$ cat src/rtl/dmem_arbiter.sv
// Arbitrates the data memory between the pipeline (cpu) and debug loader (dbg)
// ports; checks alignment/range and sequences a 1-cycle registered memory access.
//
// state | meaning
// IDLE  | waiting for a request; arbitrates, latches command, checks legality
// ISSUE | memory strobe/address/data driven for exactly one cycle
// RESP  | ack (and err) to the owning port for one cycle
module dmem_arbiter #(
  parameter int DATA_WIDTH = 32,
  parameter int MEM_SIZE   = 64,
  parameter int ADDR_WIDTH = $clog2(MEM_SIZE),
  parameter bit FIXED_PRIO = 1'b0
) (
  input  logic                  clk,
  input  logic                  rst,
  input  logic                  cpu_req,
  input  logic                  cpu_we,
  input  logic [1:0]            cpu_size,
  input  logic [ADDR_WIDTH-1:0] cpu_addr,
  input  logic [DATA_WIDTH-1:0] cpu_wdata,
  output logic                  cpu_ack,
  output logic                  cpu_err,
  output logic [DATA_WIDTH-1:0] cpu_rdata,
  output logic                  cpu_stall,
  input  logic                  dbg_req,
  input  logic                  dbg_we,
  input  logic [1:0]            dbg_size,
  input  logic [ADDR_WIDTH-1:0] dbg_addr,
  input  logic [DATA_WIDTH-1:0] dbg_wdata,
  output logic                  dbg_ack,
  output logic                  dbg_err,
  output logic [DATA_WIDTH-1:0] dbg_rdata,
  output logic                  mem_write,
  output logic                  mem_read,
  output logic [ADDR_WIDTH-1:0] mem_addr,
  output logic [DATA_WIDTH-1:0] mem_wdata,
  output logic                  mem_mask_1,
  output logic                  mem_mask_2,
  input  logic [DATA_WIDTH-1:0] mem_rdata,
  output logic                  busy,
  output logic [7:0]            err_count
);

  typedef enum logic [1:0] {IDLE, ISSUE, RESP} state_t;

  state_t                  state_q, state_d;
  logic                    last_dbg_q, last_dbg_d;
  logic                    owner_dbg_q, owner_dbg_d;
  logic                    err_flag_q, err_flag_d;
  logic [7:0]              err_count_q, err_count_d;
  logic                    mem_write_q, mem_write_d;
  logic                    mem_read_q, mem_read_d;
  logic [ADDR_WIDTH-1:0]   mem_addr_q, mem_addr_d;
  logic [DATA_WIDTH-1:0]   mem_wdata_q, mem_wdata_d;
  logic [1:0]              mem_size_q, mem_size_d;

  logic                    sel_dbg;
  logic                    sel_we;
  logic [1:0]              sel_size;
  logic [ADDR_WIDTH-1:0]   sel_addr;
  logic [DATA_WIDTH-1:0]   sel_wdata;
  logic                    aligned;
  logic [ADDR_WIDTH:0]     byte_cnt;
  logic [ADDR_WIDTH:0]     end_addr;
  logic                    legal;

  // Winner selection and legality of the command about to be latched
  always_comb begin
    sel_dbg   = dbg_req & (~cpu_req | (~FIXED_PRIO & ~last_dbg_q));
    sel_we    = sel_dbg ? dbg_we    : cpu_we;
    sel_size  = sel_dbg ? dbg_size  : cpu_size;
    sel_addr  = sel_dbg ? dbg_addr  : cpu_addr;
    sel_wdata = sel_dbg ? dbg_wdata : cpu_wdata;
    aligned   = 1'b1;
    byte_cnt  = (ADDR_WIDTH+1)'(1);
    case (sel_size)
      2'b00: begin aligned = (sel_addr[1:0] == 2'b00); byte_cnt = (ADDR_WIDTH+1)'(4); end
      2'b01: begin aligned = (sel_addr[1:0] == 2'b00); byte_cnt = (ADDR_WIDTH+1)'(3); end
      2'b10: begin aligned = ~sel_addr[0];             byte_cnt = (ADDR_WIDTH+1)'(2); end
      default: begin aligned = 1'b1;                   byte_cnt = (ADDR_WIDTH+1)'(1); end
    endcase
    end_addr = {1'b0, sel_addr} + byte_cnt;
    legal    = aligned & (end_addr <= (ADDR_WIDTH+1)'(MEM_SIZE));
  end

  always_comb begin
    state_d     = state_q;
    last_dbg_d  = last_dbg_q;
    owner_dbg_d = owner_dbg_q;
    err_flag_d  = err_flag_q;
    err_count_d = err_count_q;
    mem_write_d = 1'b0;
    mem_read_d  = 1'b0;
    mem_addr_d  = '0;
    mem_wdata_d = '0;
    mem_size_d  = 2'b00;
    case (state_q)
      IDLE: begin
        if (cpu_req | dbg_req) begin
          owner_dbg_d = sel_dbg;
          last_dbg_d  = sel_dbg;
          err_flag_d  = ~legal;
          if (legal) begin
            mem_write_d = sel_we;
            mem_read_d  = ~sel_we;
            mem_addr_d  = sel_addr;
            mem_wdata_d = sel_wdata;
            mem_size_d  = sel_size;
            state_d     = ISSUE;
          end else begin
            state_d     = RESP;
          end
        end
      end
      ISSUE: state_d = RESP;
      RESP: begin
        if (err_flag_q && (err_count_q != 8'hFF)) err_count_d = err_count_q + 8'd1;
        state_d = IDLE;
      end
      default: state_d = IDLE;
    endcase
  end

  always_ff @(posedge clk or posedge rst) begin
    if (rst) begin
      state_q     <= IDLE;
      last_dbg_q  <= 1'b1;
      owner_dbg_q <= 1'b0;
      err_flag_q  <= 1'b0;
      err_count_q <= 8'd0;
      mem_write_q <= 1'b0;
      mem_read_q  <= 1'b0;
      mem_addr_q  <= '0;
      mem_wdata_q <= '0;
      mem_size_q  <= 2'b00;
    end else begin
      state_q     <= state_d;
      last_dbg_q  <= last_dbg_d;
      owner_dbg_q <= owner_dbg_d;
      err_flag_q  <= err_flag_d;
      err_count_q <= err_count_d;
      mem_write_q <= mem_write_d;
      mem_read_q  <= mem_read_d;
      mem_addr_q  <= mem_addr_d;
      mem_wdata_q <= mem_wdata_d;
      mem_size_q  <= mem_size_d;
    end
  end

  assign cpu_ack    = (state_q == RESP) & ~owner_dbg_q;
  assign dbg_ack    = (state_q == RESP) &  owner_dbg_q;
  assign cpu_err    = cpu_ack & err_flag_q;
  assign dbg_err    = dbg_ack & err_flag_q;
  assign cpu_rdata  = mem_rdata;
  assign dbg_rdata  = mem_rdata;
  assign cpu_stall  = cpu_req & ~cpu_ack;
  assign mem_write  = mem_write_q;
  assign mem_read   = mem_read_q;
  assign mem_addr   = mem_addr_q;
  assign mem_wdata  = mem_wdata_q;
  assign mem_mask_1 = mem_size_q[1];
  assign mem_mask_2 = mem_size_q[0];
  assign busy       = (state_q != IDLE);
  assign err_count  = err_count_q;

endmodule

$ cat config.mk
export PLATFORM = sky130hd
export DESIGN_NAME = dmem_arbiter
export DESIGN_NICKNAME = d
export VERILOG_FILES = /design/src/rtl/dmem_arbiter.sv
export SDC_FILE = /design/constraint.sdc
export NUM_CORES = 1
export LEC_CHECK = 0
export CAP_MARGIN = 40
export CORE_UTILIZATION = 28
export DETAILED_ROUTE_END_ITERATION = 7
export MAX_ROUTING_LAYER = met4
export PLACE_DENSITY = 0.69
export SETUP_SLACK_MARGIN = 0.05
export SLEW_MARGIN = 20
export SYNTH_ARGS = -nofsm -noshare
export SYNTH_HDL_FRONTEND = slang
export SYNTH_SLANG_ARGS = --single-unit
$ cat constraint.sdc
create_clock -name clk -period 9.65 [get_ports clk]
set_input_delay 1.4475 -clock clk [delete_from_list [all_inputs] [get_ports clk]]
set_output_delay 1.4475 -clock clk [all_outputs]
set_load 0.02 [all_outputs]
==> out/metrics.yaml, run 1 <==
synthTopCellsByArea: "dfrtp_1, buf_4, a21oi_2"
synthAdderAreaFrac_pct: 3.462
grt_pass1_vias: 2551
cts_sinks: 55
start_util_pct: 28.67
yosysTopAreaCell: "dfrtp_1"
syn_area_um2: 3108
dp_slack_ns: 4.105
ys_ff_latch: 55
cts-htree-levels: 2
routabilityCongestion: 0.7976
yosysSeqAreaShare_pct: 44.32
grt.overflow.total: 0
grt_pass1_wl_um: 13060
synth.distinct_cells: 36
synth-simple-area-share_pct: 14.65
synth_top_family_by_area: "buffers and inverters"
grt_usage_pct: 15.14
io_pins: 238
root_buffer: "clkbuf_8"
synth.top_cell.area_share_pct: 43.48
fp.dieH_um: 107.4
syn_avg_cell_area_um2: 9.534
synth_compound_area_share_pct: 14.09
cts-buffers-inserted: 5
netlist_instances: 326
dp.cells: 535
clk_path_buf_depth: 2
outcome: "did not finish"
muxShareOfSynthArea_pct: 1.973
dpl.hpwl_um: 6825
fp.dieW_um: 107.4
post_cts_resize_count: 0
synth_xor_area_share_pct: 1.973
io_buffers: 141
error: "[ERROR DRT-0255] Maze Route cannot find path of net clk in worker of routeBox ( 96600 0 ) ( 107355 48300 )."
antenna_found_initial: 0
haltStage: "detailed routing"
synth_nets: 452
cts_hold_buffers: 0
grt_max_degree: 56
fp-row-count: 38
yosys_warnings: 0
post_cts.repair.setup_buffers: 0
-- per-layer routing --
metal and track usage [%]:
met2 27.56, met4 4.697, met5 -, met1 15.33
met3 4.964
-- Yosys cell counts --
cell and count:
nand2_1 77, o211ai_2 1, xnor2_1 2, nand3_1 5
nand4_1 2, a211o_1 1, o22ai_1 1, a22o_1 1
inv_1 13, and3_1 3, a31oi_1 1, nor2b_1 4
o21ai_0 3, dfrtp_1 54, nor3b_1 1, xor2_1 5
o2111ai_2 1, o211ai_1 2, ha_1 7, clkbuf_1 5
a21boi_4 1, o31ai_1 1, fa_1 1, mux2i_1 5
buf_4 64, dfstp_2 1, a21oi_1 2, mux2_2 1
a21oi_2 35, buf_1 1, nor4bb_1 1, nor2_1 14
buf_6 4, o21a_1 1, buf_2 2, nor3_1 3
-- kinds of logic after synthesis --
group	Yosys count
simple gates	110
buf+inv	89
flops	55
compound gates	51
fa+ha+maj	8
xor+xnor	7
mux	6
-- stage by stage --
| step | hold WS, ns | cell area (um2) |
|---|---|---|
| global route | 0.5618 | 4264 |
| CTS | 0.5379 | 4264 |
| detailed placement | 0.5166 | 4175 |
| global placement | 0.4880 | 4175 |
| floorplan | 0.4924 | 3108 |
==> run 2: changes to the inputs <==
CORE_UTILIZATION = 20   (was 28)
MAX_ROUTING_LAYER = unset   (was met4)
PLACE_DENSITY = unset   (was 0.69)
PLACE_DENSITY_LB_ADDON = 0.15   (was unset)
SETUP_SLACK_MARGIN = unset   (was 0.05)
==> run 2 against run 1 <==
Synthesized area did not move; synthesized cell count unchanged; the flow now finishes without violations; global-route usage is 2.9 points lower.
==> out/metrics.yaml, run 2 <==
outcome: "finished clean"  # was did not finish
grt_max_degree: 56  # unchanged
cts_sinks: 55  # unchanged
async_flop_share_pct: 100.0  # unchanged
pwr-share-seq_pct: 34.6
routabilityCongestion: 0.7379  # was 0.7976
drv_slew: 0
max_cap_violations: 0
netlist_instances: 326  # unchanged
required_ns: 9.89
synth_edf_count: 0  # unchanged
synth_common_cells: "nand2_1, buf_4, dfrtp_1, a21oi_2, nor2_1"  # unchanged
diodes: 0
layout_commonest_cell: "clkdlybuf4s50_1"
ir_worst_vdd_mv: 0.08415
yosysTopAreaCell: "dfrtp_1"  # unchanged
p_leak_nw: 1.877
fin_util_pct: 29.09
yosys.cell_count.top_type: "nand2_1"  # unchanged
setup_viol: 0
antenna_found_initial: 0  # unchanged
cts_tree: "yes"
layout_common_cells: "clkdlybuf4s50_1, nand2_1, dfrtp_1"
path_class: "input port to flop"
remaining_drc_errors: 0
ys_ff_latch: 55  # unchanged
io_pins: 238  # unchanged
period_needed_ns: 5.250
io_buffers: 141  # unchanged
fin_worst_skew_ns: 0.006590
clockPowerShare_pct: 22.9
start_util_pct: 20.44  # was 28.67%
reg2reg_depth: 13
largest_register_ffs: 32
fin_hold_ws_ns: 0.5014
clock_latency_ns: 0.29
setup_tns_ns: 0
hold_path_depth: 1
core-area_um2: 15200
dieArea_um2: 16040
drt-initial-drc-count: 109
grt_pass1_vias: 2558  # was 2551
slew_headroom_pct: 58.64
fillers: 1611
rsz0062_at_grt: "no"
post_cts.repair.setup_buffers: 0  # unchanged
cp_max_fo: 43
period_share_pct: 54.41
cts-buffers-inserted: 5  # unchanged
root_buffer: "clkbuf_16"  # was clkbuf_8
hold_class: "flop to flop"
dr.pass1.iters: 4
startpoint_type: "input port"
yosysSeqAreaShare_pct: 44.32  # unchanged
hold_start: "err_count[7]"
holdPathEnd: "err_count[7]"
pwr_density_cell_nw_per_um2: 203.6
syn_avg_cell_area_um2: 9.534  # unchanged
synth.distinct_cells: 36  # unchanged
clkTransAtPathRegs_ns: 0.07
grt_usage_pct: 12.24  # was 15.14%
grt.overflow.total: 0  # unchanged
ant_nets: 0
post_cts_resize_count: 0  # unchanged
syn_area_um2: 3108  # unchanged
synth.top_cell.area_share_pct: 43.48  # unchanged
nNetsFinal: 529
worstReg2RegStart: "last_dbg_q"
synthTopCellsByArea: "dfrtp_1, buf_4, a21oi_2"  # unchanged
p_comb_share_pct: 42.5
synth_flop_cell: "dfrtp_1"  # unchanged
fp-row-count: 45  # was 38
timing.final.ws_setup_ns: 4.400
dp_slack_ns: 4.017  # was 4.105 ns
syn2layout_area_growth_pct: 42.27
p_total_w: 0.0009004
vias: 2380
crit_arrival_ns: 5.49
tightest_slew_ns: 0.6174
routed_wl_um: 9743
synth_nets: 452  # unchanged
final_hold_viol_count: 0
critPathCaptureType: "flop"
cts_hold_buffers: 0  # unchanged
fp.dieH_um: 126.7  # was 107.4 um
drive_above_1_share_pct: 13.12
r2r_setup_slack_ns: 5.74
routed_via_density: 4.020
clk_path_buf_depth: 2  # unchanged
p_int_w: 0.0005744
dpl.hpwl_um: 7402  # was 6825 um
power_switching_w: 0.0003260
swShare_pct: 36.20
grt_pass1_wl_um: 14990  # was 13060 um
yosys_warnings: 0  # unchanged
rr_endpoint: "err_flag_q"
wl_per_cell_um: 16.46
fp.dieW_um: 126.7  # was 107.4 um
max_freq_mhz: 190.5
cts-htree-levels: 2  # unchanged
run 2: cell counts after synthesis:
Identical to the previous run, type by type.
run 2: per-stage QoR:
step	area (um2)	cells
final	4422	592
after global routing	4422	592
after CTS	4402	591
after detailed placement	4235	583
after global placement	4235	583
after floorplan	3108	326
run 2: power by group through the flow:
stage,Clock (W),Sequential (W),Combinational [W]
2_1_floorplan,0,0.000357,0.000207
3_3_place_gp,0,0.000315,0.000384
3_5_place_dp,0,0.000316,0.000388
4_1_cts,0.000218,0.000312,0.000390
5_1_grt,0.000225,0.000318,0.000418
6_report,0.000207,0.000311,0.000383
run 2: final cells by class:
type	count	area, um2	area share (%)
timing repair buffer	146	1461	33.05
sequential	55	1378	31.15
multi-input combinational	182	1132	25.61
tap	188	235.2	5.320
clock buffer	6	128.9	2.915
inverter	13	48.80	1.104
clock inverter	2	37.54	0.8489
run 2: worst max path at each step:
stage / startpoint / end
finish: dbg_req / err_flag_q
global route: dbg_req / err_flag_q
CTS: dbg_req / err_flag_q
detailed placement: dbg_req / err_flag_q
global placement: dbg_req / err_flag_q
floorplan: dbg_req / mem_wdata[10]
run 2: critical path, cell delays in order:
cell and delay, ns:
clkdlybuf4s50_1 0.52, a21boi_4 0.18, buf_4 0.43, mux2i_1 0.41
inv_1 0.11, ha_1 0.33, inv_1 0.08, fa_1 0.42
nor3b_1 0.15, o21ai_0 0.18, o2111ai_2 0.17, o211ai_4 0.31
buf_4 0.54, o21a_1 0.19
run 2: logic make-up after synthesis:
logic type      count (synthesis)  share of synthesized area (%)
buf+inv                        89                          19.52
flops                          55                          44.32
fa+ha+maj                       8                          3.462
compound gates                 51                          14.09
xor+xnor                        7                          1.973
mux                             6                          1.973
simple gates                  110                          14.65
run 2: layer usage:
| metal | vias up | track usage, % | wire (um) |
|---|---|---|---|
| met5 | - | 0 | 0 |
| met4 | 0 | 5.182 | 297 |
| met3 | 33 | 3.669 | 858 |
| met2 | 132 | 20.51 | 4701 |
| met1 | 1079 | 14.57 | 3886 |
| li1 | 1136 | - | - |
No activity file was read; power rests on OpenSTA's default activity.
==> run 3: changes to the inputs <==
clock period = 4.77 ns   (was 9.65 ns; I/O delays follow)
==> run 3 against run 2 <==
Global-route usage shrank 0.25 points; flip-flop and latch count is the same; wire length shrank 0.99%; critical path type unchanged; critical endpoint is now mem_addr[5]; largest power group unchanged.
==> out/metrics.yaml, run 3 (synthesis gave the netlist of run 2 again) <==
setup_tns_ns: 0  # unchanged
required_ns: 4.95  # was 9.89 ns
worstReg2RegStart: "last_dbg_q"  # unchanged
grt_pass1_vias: 2492  # was 2558
drt-initial-drc-count: 88  # was 109
grt_max_degree: 56  # unchanged
fp.dieW_um: 126.7  # unchanged
setup_viol: 0  # unchanged
crit_family: "compound AO/OA/AOI/OAI gates"  # was buffers and inverters
ant_nets: 0  # unchanged
cts-buffers-inserted: 5  # unchanged
cts_hold_buffers: 0  # unchanged
clkTransAtPathRegs_ns: 0.07  # about the same
hold_start: "err_count[7]"  # unchanged
hold_path_depth: 1  # unchanged
diodes: 0  # unchanged
post_cts.repair.setup_buffers: 0  # unchanged
crit_arrival_ns: 4.03  # was 5.49 ns
io_buffers: 141  # unchanged
grt_usage_pct: 11.98  # was 12.24%
dieArea_um2: 16040  # unchanged
r2r_setup_slack_ns: 1.44  # was 5.74 ns
dr.pass1.iters: 4  # unchanged
critPathCaptureType: "flop"  # unchanged
clk_path_buf_depth: 2  # unchanged
io_pins: 238  # unchanged
path_class: "input port to flop"  # unchanged
cp_cell_sequence: "clkdlybuf4s50_1 > a21boi_4 > mux2i_1 > inv_1 > ha_1 > inv_1 > fa_1 > nor3b_1 > o21ai_0 > o2111ai_2 > o211ai_4 > buf_4 > a21oi_1"  # was clkdlybuf4s50_1 > a21boi_4 > buf_4 > mux2i_1 > inv_1 > ha_1 > inv_1 > fa_1 > nor3b_1 > o21ai_0 > o2111ai_2 > o211ai_4 > buf_4 > o21a_1
routabilityCongestion: 0.6973  # was 0.7379
remaining_drc_errors: 0  # unchanged
setup.worst_path.start: "dbg_req"  # unchanged
cp_slowest_stage_delay_ns: 0.52  # was 0.54 ns
period_needed_ns: 3.847
drive_above_1_share_pct: 13.76  # was 13.12%
ir_worst_vdd_mv: 0.1878  # was 0.08415 mV
fin_worst_skew_ns: 0.005774  # was 0.006590 ns
core-area_um2: 15200  # unchanged
routed_via_density: 4.013  # was 4.020
startpoint_type: "input port"  # unchanged
post_cts_resize_count: 0  # unchanged
multi_input_area_um2: 1132  # unchanged
fp.dieH_um: 126.7  # unchanged
reg2reg_depth: 13  # unchanged
antenna_found_initial: 0  # unchanged
vias: 2388  # was 2380
drv_slew: 0  # unchanged
root_buffer: "clkbuf_16"  # unchanged
dp.cells: 586  # was 583
finalNonFillerCells: 595  # was 592
fin_util_pct: 29.20  # was 29.09%
tightest_slew_ns: 0.7947  # was 0.6174 ns
grt.overflow.total: 0  # unchanged
cp_max_fo: 20  # was 43
regArea_um2: 1378  # unchanged
layout_commonest_cell: "clkdlybuf4s50_1"  # unchanged
fp-row-count: 45  # unchanged
cts-htree-levels: 2  # unchanged
dpl.hpwl_um: 7494  # was 7402 um
syn2layout_area_growth_pct: 42.83  # was 42.27%
wl_per_cell_um: 16.21  # was 16.46 um
p_leak_nw: 1.889  # was 1.877 nW
nNetsFinal: 532  # was 529
fillers: 1593  # was 1611
max_freq_mhz: 259.9
outcome: "finished clean"  # unchanged
final_hold_viol_count: 0  # unchanged
start_util_pct: 20.44  # unchanged
path_buf_inv: 4  # was 5
cts_tree: "yes"  # unchanged
largest_register_ffs: 32  # unchanged
critPathMostFrequentCell: "inv_1"
max_cap_violations: 0  # unchanged
rsz0062_at_grt: "no"  # unchanged
grt_pass1_wl_um: 14630  # was 14990 um
hold_class: "flop to flop"  # unchanged
layout_common_cells: "clkdlybuf4s50_1, nand2_1, dfrtp_1"  # unchanged
cts_sinks: 55  # unchanged
pwr_density_cell_nw_per_um2: 401.0  # was 203.6 nW/um2
rr_endpoint: "mem_addr[5]"  # was err_flag_q
routed_wl_um: 9647  # was 9743 um
worst_path_max_delay_cell: "clkdlybuf4s50_1"  # was buf_4
holdPathEnd: "err_count[7]"  # unchanged
period_share_pct: 80.65
clock_latency_ns: 0.29  # about the same
slew_headroom_pct: 46.77  # was 58.64%
-- run 3: cell count changes in the layout (fill, tap and decap cells not counted), sizes merged --
| cell | change |
|---|---|
| buf | +3 |
| bufinv | -1 |
| clkinv | +1 |
-- run 3: final cells by class --
type                       count  share of cell area (%)
inverter                      13                   1.099
clock buffer                   6                   2.903
timing repair buffer         149                   33.88
clock inverter                 2                  0.2818
sequential                    55                   31.03
multi-input combinational    182                   25.51
tap                          188                   5.299
-- run 3: metrics by stage --
stage / cell area [um2] / hold slack [ns] / worst slack, ns / total power (W)
6_report: 4439 / 0.4970 / 0.9228 / 0.001780
4_1_cts: 4412 / 0.5049 / 0.8250 / 0.001818
3_5_place_dp: 4270 / 0.4942 / 0.5203 / 0.001437
2_1_floorplan: 3108 / 0.4924 / 1.378 / 0.001141
3_3_place_gp: 4270 / 0.4838 / 0.6135 / 0.001434
5_1_grt: 4439 / 0.5351 / 0.6224 / 0.001907
-- run 3: how the worst max path moves through the flow --
stage,to,slack [ns],depth (start not counted)
after global placement,mem_addr[5],0.61,13
after CTS,mem_addr[5],0.82,13
after floorplan,mem_wdata[10],1.38,13
after detailed placement,mem_addr[5],0.52,13
after global routing,mem_addr[5],0.62,13
final,mem_addr[5],0.92,13
-- run 3: power by group --
group          total, W  switching [W]  internal, W
clock network  0.000366       0.000171     0.000195
logic          0.000787       0.000423     0.000364
registers      0.000627      0.0000635     0.000564
-- run 3: per-layer routing --
layer  track usage [%]  wire length [um]  up-vias
met5                 0                 0        -
met4             4.762               276        0
met3             3.796               875       28
met2             20.70              4736      138
met1             13.76              3759     1080
li1                  -                 -     1142
-- run 3: worst register-to-register path: cells and delay by family, from the launching register on --
kind	cells	cell delay, ns
flip-flops	1	0.58
adder cells (fa/ha/maj)	2	0.67
buffers and inverters	2	0.36
AND/OR/NAND/NOR	4	0.69
AO/OA/AOI/OAI	5	0.92
